### src/rtl/pe_acc_pkg.sv
// Shared types and default widths for the PE partial-sum accumulator.
package pe_acc_pkg;

  localparam int PE_IN_W  = 20;
  localparam int PE_ACC_W = 32;
  localparam int PE_OUT_W = 8;
  localparam int PE_CNT_W = 16;

  typedef enum logic [1:0] {
    ST_IDLE  = 2'd0,
    ST_ACCUM = 2'd1,
    ST_DRAIN = 2'd2
  } pe_acc_state_e;

endpackage

### src/rtl/psum_requant.sv
// Requantizer: round-half-up arithmetic right shift, optional ReLU,
// then saturation of the signed window sum to OUT_W bits.
module psum_requant
  import pe_acc_pkg::*;
#(
  parameter int ACC_W = PE_ACC_W,
  parameter int OUT_W = PE_OUT_W
) (
  input  logic [ACC_W-1:0] acc_i,
  input  logic [4:0]       shift_i,
  input  logic             relu_i,
  output logic [OUT_W-1:0] q_o
);

  localparam logic signed [ACC_W:0] Q_MAX =
    $signed({{(ACC_W-OUT_W+2){1'b0}}, {(OUT_W-1){1'b1}}});
  localparam logic signed [ACC_W:0] Q_MIN =
    $signed({{(ACC_W-OUT_W+2){1'b1}}, {(OUT_W-1){1'b0}}});

  logic signed [ACC_W:0] ext;
  logic signed [ACC_W:0] rnd;
  logic signed [ACC_W:0] v;

  // One guard bit so the rounding add cannot wrap near the positive limit.
  always_comb begin
    ext = $signed({acc_i[ACC_W-1], acc_i});
    rnd = '0;
    if (shift_i != 5'd0) begin
      rnd = {{ACC_W{1'b0}}, 1'b1} << (shift_i - 5'd1);
    end
    v = (ext + rnd) >>> shift_i;
    if (relu_i && v[ACC_W]) begin
      v = '0;
    end
    if (v > Q_MAX) begin
      q_o = Q_MAX[OUT_W-1:0];
    end else if (v < Q_MIN) begin
      q_o = Q_MIN[OUT_W-1:0];
    end else begin
      q_o = v[OUT_W-1:0];
    end
  end

endmodule

### src/rtl/pe_psum_accumulator.sv
// Windowed saturating accumulator for the PE_sum stream with a requantized
// valid/ready output register and per-job window sequencing.
module pe_psum_accumulator
  import pe_acc_pkg::*;
#(
  parameter int IN_W  = PE_IN_W,
  parameter int ACC_W = PE_ACC_W,
  parameter int OUT_W = PE_OUT_W,
  parameter int CNT_W = PE_CNT_W
) (
  input  logic             clk,
  input  logic             reset,
  input  logic             cfg_start,
  input  logic [CNT_W-1:0] cfg_len,
  input  logic [CNT_W-1:0] cfg_windows,
  input  logic [4:0]       cfg_shift,
  input  logic             cfg_relu,
  input  logic             in_valid,
  output logic             in_ready,
  input  logic [IN_W-1:0]  in_sum,
  output logic             out_valid,
  input  logic             out_ready,
  output logic [ACC_W-1:0] out_acc,
  output logic [OUT_W-1:0] out_q,
  output logic             out_ovf,
  output logic             busy,
  output logic             done,
  output pe_acc_state_e    dbg_state
);

  pe_acc_state_e    state_q, state_d;
  logic [CNT_W-1:0] len_q, len_d, win_q, win_d;
  logic [CNT_W-1:0] cnt_q, cnt_d, wcnt_q, wcnt_d;
  logic [4:0]       shift_q, shift_d;
  logic             relu_q, relu_d, sticky_q, sticky_d;
  logic [ACC_W-1:0] acc_q, acc_d;
  logic             out_valid_q, out_valid_d, out_ovf_q, out_ovf_d;
  logic [ACC_W-1:0] out_acc_q, out_acc_d;
  logic [OUT_W-1:0] out_qv_q, out_qv_d;

  logic [ACC_W:0]   sum_wide;
  logic [ACC_W-1:0] sat_sum;
  logic             sat_hit, last_beat, fire;
  logic [OUT_W-1:0] req_q;

  always_comb begin
    sum_wide = {acc_q[ACC_W-1], acc_q} + {{(ACC_W+1-IN_W){in_sum[IN_W-1]}}, in_sum};
    sat_hit  = sum_wide[ACC_W] ^ sum_wide[ACC_W-1];
    if (!sat_hit)             sat_sum = sum_wide[ACC_W-1:0];
    else if (sum_wide[ACC_W]) sat_sum = {1'b1, {(ACC_W-1){1'b0}}};
    else                      sat_sum = {1'b0, {(ACC_W-1){1'b1}}};
  end

  psum_requant #(.ACC_W(ACC_W), .OUT_W(OUT_W)) u_requant (
    .acc_i   (sat_sum),
    .shift_i (shift_q),
    .relu_i  (relu_q),
    .q_o     (req_q)
  );

  // Handshakes: a transfer happens on a rising edge where valid && ready;
  // valid never depends on ready, and a stalled output holds every field.
  // in_ready is withheld only for a window-closing beat that would need
  // the output register while it is still occupied.
  assign last_beat = (cnt_q == len_q - CNT_W'(1));
  assign in_ready  = (state_q == ST_ACCUM) && !(last_beat && out_valid_q && !out_ready);
  assign fire      = in_valid && in_ready;
  assign done      = (state_q == ST_DRAIN) && (!out_valid_q || out_ready);
  assign busy      = (state_q != ST_IDLE);
  assign out_valid = out_valid_q;
  assign out_acc   = out_acc_q;
  assign out_q     = out_qv_q;
  assign out_ovf   = out_ovf_q;
  assign dbg_state = state_q;

  always_comb begin
    state_d     = state_q;
    len_d       = len_q;
    win_d       = win_q;
    shift_d     = shift_q;
    relu_d      = relu_q;
    acc_d       = acc_q;
    cnt_d       = cnt_q;
    wcnt_d      = wcnt_q;
    sticky_d    = sticky_q;
    out_valid_d = out_valid_q;
    out_acc_d   = out_acc_q;
    out_qv_d    = out_qv_q;
    out_ovf_d   = out_ovf_q;
    if (out_valid_q && out_ready) out_valid_d = 1'b0;
    case (state_q)
      ST_IDLE: begin
        if (cfg_start) begin
          len_d    = (cfg_len == '0) ? CNT_W'(1) : cfg_len;
          win_d    = cfg_windows;
          shift_d  = cfg_shift;
          relu_d   = cfg_relu;
          acc_d    = '0;
          cnt_d    = '0;
          wcnt_d   = '0;
          sticky_d = 1'b0;
          state_d  = (cfg_windows == '0) ? ST_DRAIN : ST_ACCUM;
        end
      end
      ST_ACCUM: begin
        if (fire) begin
          if (last_beat) begin
            // Result loads while the accumulator restarts for the next window.
            out_valid_d = 1'b1;
            out_acc_d   = sat_sum;
            out_qv_d    = req_q;
            out_ovf_d   = sticky_q | sat_hit;
            acc_d       = '0;
            cnt_d       = '0;
            sticky_d    = 1'b0;
            wcnt_d      = wcnt_q + CNT_W'(1);
            if (wcnt_q == win_q - CNT_W'(1)) state_d = ST_DRAIN;
          end else begin
            acc_d    = sat_sum;
            cnt_d    = cnt_q + CNT_W'(1);
            sticky_d = sticky_q | sat_hit;
          end
        end
      end
      ST_DRAIN: begin
        if (done) state_d = ST_IDLE;
      end
      default: state_d = ST_IDLE;
    endcase
  end

  always_ff @(posedge clk or posedge reset) begin
    if (reset) begin
      state_q     <= ST_IDLE;
      len_q       <= '0;
      win_q       <= '0;
      shift_q     <= '0;
      relu_q      <= 1'b0;
      acc_q       <= '0;
      cnt_q       <= '0;
      wcnt_q      <= '0;
      sticky_q    <= 1'b0;
      out_valid_q <= 1'b0;
      out_acc_q   <= '0;
      out_qv_q    <= '0;
      out_ovf_q   <= 1'b0;
    end else begin
      state_q     <= state_d;
      len_q       <= len_d;
      win_q       <= win_d;
      shift_q     <= shift_d;
      relu_q      <= relu_d;
      acc_q       <= acc_d;
      cnt_q       <= cnt_d;
      wcnt_q      <= wcnt_d;
      sticky_q    <= sticky_d;
      out_valid_q <= out_valid_d;
      out_acc_q   <= out_acc_d;
      out_qv_q    <= out_qv_d;
      out_ovf_q   <= out_ovf_d;
    end
  end

endmodule

### config.mk
export PLATFORM = sky130hd
export DESIGN_NAME = pe_psum_accumulator
export DESIGN_NICKNAME = d
export VERILOG_FILES = /design/src/rtl/pe_acc_pkg.sv /design/src/rtl/psum_requant.sv /design/src/rtl/pe_psum_accumulator.sv
export SDC_FILE = /design/constraint.sdc
export NUM_CORES = 1
export LEC_CHECK = 0
export BUFFER_PORTS_ARGS = -buffer_cell sky130_fd_sc_hd__buf_2
export CAP_MARGIN = 20
export CORE_MARGIN = 2
export CORE_UTILIZATION = 56
export CTS_CLUSTER_DIAMETER = 50
export DETAILED_ROUTE_END_ITERATION = 8
export GPL_TIMING_DRIVEN = 0
export HOLD_SLACK_MARGIN = 0.03
export PLACE_DENSITY = 0.85
export SLEW_MARGIN = 20
export SYNTH_ARGS = -nofsm -noshare
export SYNTH_HDL_FRONTEND = slang
export SYNTH_SLANG_ARGS = --single-unit
### constraint.sdc
create_clock -name clk -period 10.1 [get_ports clk]
set_input_delay 0 -clock clk [delete_from_list [all_inputs] [get_ports clk]]
set_output_delay 0 -clock clk [all_outputs]
set_load 0.02 [all_outputs]
==> results.toml, run 1 <==
[outcome]
status = "completed"

[global_routing]
first_global_vias = 15000
grt_max_degree = 94
gr-total-overflow = 0
grt_pass1_wl_um = 83900
antenna_found_initial = 1
grt_use_total_pct = 40.1

[sta]
tightestPinTransition_ns = 1.08
timing.final.crit_share_pct = 98.0
worst_slack_ns = 0.206
setup_violations = 0
timing.fmax_ghz = 0.101
rsz0062_at_grt = "yes"
post-route-min-period_ns = 9.89
finalHoldViolCount = 0
slew_viol_final = 0
skew_ns = 0.0183
slew_headroom_pct = 28.3

[synth]
synthesis.area_sq_um = 14300
synth.most_common_cell = "nand2_1"
synth_nets = 1919
ys_ff_latch = 147
yosys_warnings = 0
synth.avg_cell_area_sq_um = 8.00
yosysTopAreaCell = "dfrtp_1"
synth_top_area_share_pct = 25.7
synth_area_leaders = "dfrtp_1 26%, ha_1 6.0%, mux2_2 5.4%, o21ai_0 4.6%, nand2_1 4.5%"
synth.distinct_cells = 111
ys_seq_area_share_pct = 25.7
async_flop_share_pct = 100
synthFlopType = "dfrtp_1"
synthTopCellsByCount = "170 x nand2_1, 164 x nor2_1, 147 x dfrtp_1"
syn_inst = 1786
synth-edff-count = 0

[critical_path]
critPathLaunchType = "register"
cpPeakStageDelay_ns = 0.45
r2r_start = "acc_q[8]"
crit_fanout = 8
crit_path_end_kind = "register"
setup.worst_path.class = "reg -> reg"
worstPathArrival_ns = 10.19
required_ns = 10.40
path_buf_inv = 2
slowest_stage = "o41a_1"
cp_top_family = "compound AO/OA/AOI/OAI gates"
critPathLaunch = "acc_q[8]"

[finish]
multi_input_area_sq_um = 10800
drive_gt1_share_pct = 21.2
stdcell_area_sq_um = 17300
seq_area_sq_um = 3680
num-nets-final = 2117
stdcell_count = 2329
syn2layout_area_growth_pct = 21.1
fillers = 1985

[placement]
dpl_worst_slack_ns = -1.78
place.port_buffers = 109
hpwl_um = 39400
placed_area_sq_um = 15300
gp_congestion = 1.04
dp.cells = 2226

[die]
dieArea_sq_um = 26800
core_sq_um = 25100
num_rows = 58
num_io_pins = 110
die_w_um = 164
die_y_um = 164
start_util_pct = 56.9

[clock_network]
numCtsBuffers = 17
clk_latency_ns = 0.44
clock_path_buffers = 2
clk_pin_slew_worst_paths_ns = 0.07
htree_levels = 4
cts.sinks = 147
cts_tree = "done"
cts-root-buf = "clkbuf_16"

[worst_hold_path]
hold_class = "in -> reg"
hp-start = "in_sum[0]"

[routing]
post_drt_wl_per_cell_um = 23.5
drcViolationCount = 0
antenna_left = 0
viasPerCell = 6.85
num_vias = 16000
finalWirelength_um = 54800
firstDrtPassIters = 8
drtIter0Drc = 1836

[job]
maxCapViolations = 0
## logic make-up (layout without fill, tap and decap cells)
family	Yosys count	after routing	synth area share, %
and+or+nand+nor	659	659	22.8
AOI/OAI and AO/OA	557	557	27.0
buffers and inverters	154	365	4.14
DFF	147	147	25.7
xor gates and xnor gates	104	104	6.47
muxes	93	93	7.48
adders and majority gates	71	71	6.31
other	1	3	0.0262
## worst reg2reg max path: cells and delay by family (launching register included)
family / cells / cell delay [ns]
AND/OR/NAND/NOR: 12 / 2.65
flip-flops: 1 / 0.42
adder cells (fa/ha/maj): 3 / 0.81
buffers and inverters: 2 / 0.34
XOR/XNOR: 1 / 0.15
AO/OA/AOI/OAI: 27 / 5.37
## through the flow
stage / util [%] / hold WS (ns) / setup TNS (ns)
CTS: 66.3 / 0.131 / 0
finish: 68.9 / 0.103 / 0
detailed placement: 60.9 / 0.0435 / -13.94
global placement: 60.7 / 0.229 / -13.28
global route: 68.9 / 0.147 / -1.12
floorplan: - / 0.117 / 0
## metal layers
layer  vias to the layer above  track usage (%)  wire length (um)
li1                       7090                -                 -
met1                      7665             52.9             21800
met2                       992             63.5             24500
met3                       216             6.87              5430
met4                         0             19.9              3030
met5                         -                0                 0
## registers in the layout, indices dropped and copies added (netlist names)
register	flops
acc_q	32
out_ovf	1
out_valid	1
out_q	8
cnt_q	16
shift_q	5
win_q	16
out_acc	32
relu_q	1
dbg_state	2
wcnt_q	16
len_q	16
sticky_q	1
## timing repair
item | in CTS | in global routing
pin swaps | 17 | 42
cloned | 0 | 0
hold buffers | 40 | 0
setup endpoints to repair | 8 | 8
gates resized for setup | 78 | 125
setup buffers | 15 | 22
endpoints found under the hold margin | 93 | 0
## worst paths after layout
kind,to,slack (ns),cells after the start
setup / recovery,out_q[5],0.21,45
hold / removal,out_acc[0],0.10,4
setup reg to reg,out_q[5],0.21,45
hold reg to reg,out_acc[1],0.49,2
max in group asynchronous,win_q[12],9.21,4
min in group asynchronous,out_acc[5],0.11,3
## placed cells by master, fill, tap and decap left out, drive strengths merged, types with 37 or more instances in the layout
| cell | netlist | routed |
|---|---|---|
| a21o | 38 | 38 |
| a21oi | 107 | 107 |
| buf | 15 | 167 |
| clkbuf | 83 | 89 |
| dfrtp | 147 | 147 |
| dlygate4sd3 | 0 | 40 |
| ha | 68 | 68 |
| inv | 56 | 63 |
| mux2 | 71 | 71 |
| nand2 | 170 | 170 |
| nand3 | 69 | 69 |
| nand4 | 37 | 37 |
| nor2 | 165 | 165 |
| nor3 | 70 | 70 |
| o21ai | 142 | 142 |
| xnor2 | 52 | 52 |
| xor2 | 51 | 51 |
## layout make-up
class | count | share of cell area, %
multi-input combinational | 1485 | 62.3
sequential | 147 | 21.3
clock inverter | 13 | 0.665
tap | 330 | 2.39
antenna | 2 | 0.0289
clock buffer | 19 | 2.50
inverter | 56 | 1.28
timing repair buffer | 186 | 7.23
buffer | 91 | 2.39
Power of run 1 is not shown: default switching activity piles up to over one toggle a cycle in this logic, so the estimate is an artifact.
==> run 2, diff against run 1 <==
SYNTH_HIERARCHICAL = 1   (was unset)
==> run 2 against run 1 <==
Net effect:
- non-clock buffer count fell by 27
- register-to-register slack better by 0.76 ns
- largest cell class unchanged
- highest routed layer unchanged
- worst setup slack better by 0.76 ns
- critical path type unchanged
- cell count grew 1.7%
- worst hold slack better by 0.034 ns
- critical endpoint is now out_q[6]
- global-route usage decreased by 1.8 points
- clock-buffer cell count unchanged
- final area down 6.7%
- flip-flop and latch count stayed put
==> results.toml, run 2 <==
[power_and_ir_drop]
powerDensity_nw_per_um2 = 361
peakVddDrop_mv = 0.368
leakagePower_nw = 7.18

[finish]
num-nets-final = 2159
drive_gt1_share_pct = 12.2
final_common_cell = "nand2_1"
layout_common_cells = "335 x nand2_1, 193 x nor2_1, 147 x dfrtp_1, 134 x o21ai_0, 122 x buf_2"
antenna_cells = 0
syn2layout_area_growth_pct = 13.9
fillers = 2143
stdcell_count = 2369
stdcell_area_sq_um = 16100

[global_routing]
first_global_vias = 15000
grt_max_degree = 78
grt_pass1_wl_um = 80100
gr-total-overflow = 0
antenna_found_initial = 0
met1_usage_pct = 48.2
grt.busiest_layer = "met2"
grtUsageMet3_pct = 9.52
use_met2_pct = 61.6
grt_use_total_pct = 38.3

[critical_path]
path_buf_inv = 2
crit_path_end_kind = "register"
cpPeakStageDelay_ns = 0.97
crit_fanout = 10
cp_top_family = "compound AO/OA/AOI/OAI gates"
critPathLaunchType = "register"
setup.worst_path.class = "reg -> reg"
critPathLaunch = "acc_q[1]"
r2r_start = "acc_q[1]"
timing.critical_path.mode_cell = "a211oi_1"
required_ns = 10.47
worstPathArrival_ns = 9.51
slowest_stage = "a211oi_1"

[synth]
synthXorXnorAreaFrac_pct = 6.60
synth_nets = 1989
async_flop_share_pct = 100
yosysTopAreaCell = "dfrtp_1"
synth_top_family_by_area = "compound AO/OA/AOI/OAI gates"
ys_seq_area_share_pct = 26.0
synth_top_area_share_pct = 26.0
synth_area_leaders = "dfrtp_1 26%, nand2_1 8.9%, ha_1 6.0%, nor2_1 5.1%, o21ai_0 4.7%"
synthesis.area_sq_um = 14200
synth.distinct_cells = 119
synth_fa_ha_area_share_pct = 6.43
synth-edff-count = 0
synthTopCellsByCount = "335 x nand2_1, 193 x nor2_1, 147 x dfrtp_1"
synth.avg_cell_area_sq_um = 7.64
synth_compound_area_share_pct = 26.9
yosys_warnings = 6
synthMuxAreaShare_pct = 3.68
synthFlopType = "dfrtp_1"
synth.most_common_cell = "nand2_1"
ys_ff_latch = 147
yosys.area_share.simple_pct = 26.4
syn_inst = 1856

[routing]
num_vias = 15700
finalWirelength_um = 51200
viasPerCell = 6.63
post_drt_wl_per_cell_um = 21.6
drcViolationCount = 0
drtIter0Drc = 1875
firstDrtPassIters = 6
antenna_left = 0

[sta]
timing.fmax_ghz = 0.109
skew_ns = 0.0171
slew_viol_final = 0
finalHoldViolCount = 0
setup_violations = 0
slew_headroom_pct = 26.8
finalSetupTns_ns = 0
tightestPinTransition_ns = 1.09
timing.final.crit_share_pct = 90.5
post-route-min-period_ns = 9.14
rsz0062_at_grt = "no"

[worst_hold_path]
hold_class = "in -> reg"
hp-start = "in_sum[0]"

[placement]
dp.cells = 2296
gp_congestion = 1.06
place.port_buffers = 109
hpwl_um = 38000
placed_area_sq_um = 15200

[die]
num_rows = 58
die_w_um = 163
core_sq_um = 25000
start_util_pct = 56.6
dieArea_sq_um = 26600
die_y_um = 163
num_io_pins = 110

[outcome]
status = "completed"

[clock_network]
clk_latency_ns = 0.44
clock_path_buffers = 2
numCtsBuffers = 17
cts_setup_buffers = 0
htree_levels = 4
clk_pin_slew_worst_paths_ns = 0.07
cts-root-buf = "clkbuf_16"
cts_tree = "done"
cts_resized = 0
cts.sinks = 147

[job]
maxCapViolations = 0
[run 2: cell types whose count changed in the layout (fill, tap and decap cells not counted), sizes merged, moves of 8 or more]
cell	previous run	this run
a21o	38	21
a21oi	107	116
buf	167	134
inv	63	46
mux2	71	14
mux2i	19	27
nand2	170	336
nand3	69	40
nand4	37	28
nor2	165	195
nor3	70	47
o21ai	142	159
o21bai	11	2
[run 2: per-stage QoR]
stage	util, %	total power, mW	hold WS (ns)	setup WS (ns)
floorplan	-	3.89	0.105	3.30
global placement	60.4	4.94	0.207	1.55
detailed placement	60.6	5.00	0.0938	1.51
CTS	64.5	5.65	0.118	1.40
global route	64.5	6.18	0.127	0.497
finish	64.5	5.83	0.137	0.961
[run 2: report_power, final]
part	switching, mW	internal (mW)	total, mW
Combinational	2.87	1.51	4.38
Clock	0.288	0.330	0.618
Sequential	0.106	0.724	0.830
[run 2: cell families after synthesis]
logic type / Yosys count
AOI/OAI and AO/OA: 542
muxes: 45
other: 1
buffers and inverters: 138
DFF: 147
xor gates and xnor gates: 106
and+or+nand+nor: 805
adders and majority gates: 72
[run 2: metal layers]
layer | up-vias | wire [um]
met5 | - | 0
met4 | 0 | 2580
met3 | 222 | 5540
met2 | 958 | 22900
met1 | 7383 | 20200
li1 | 7134 | -
[run 2: what timing repair did]
| item | 4_1_cts | 5_1_grt |
|---|---|---|
| setup endpoints to repair | 0 | 0 |
| hold endpoints to repair | 111 | 0 |
| hold buffers | 41 | 0 |
[run 2: worst min-delay path, cell delays in order]
cell,delay (ns)
buf_2,0.10
ha_1,0.13
a21oi_1,0.12
a21oi_1,0.16
[run 2: path summary, 6_finish.rpt]
path                         endpoint  slack [ns]  depth (start not counted)
max reg2reg                  out_q[6]        0.96                         27
min                        out_acc[0]        0.14                          4
max in group asynchronous    win_q[8]        9.16                          4
min reg2reg                  out_q[1]        0.46                          2
min in group asynchronous    cnt_q[5]        0.17                          3
max                          out_q[6]        0.96                         27
[run 2: area by class of cell]
| type | count | area, sq um | area share (%) |
|---|---|---|---|
| plain buffers | 99 | 425 | 2.64 |
| clock buffers | 19 | 443 | 2.74 |
| clock inverters | 13 | 116 | 0.721 |
| inverters | 39 | 154 | 0.954 |
| multi-input cells | 1571 | 9920 | 61.5 |
| flip-flops and latches | 147 | 3680 | 22.8 |
| well taps | 330 | 413 | 2.56 |
| repair buffers | 151 | 983 | 6.09 |
No activity file was read; power rests on OpenSTA's default activity.
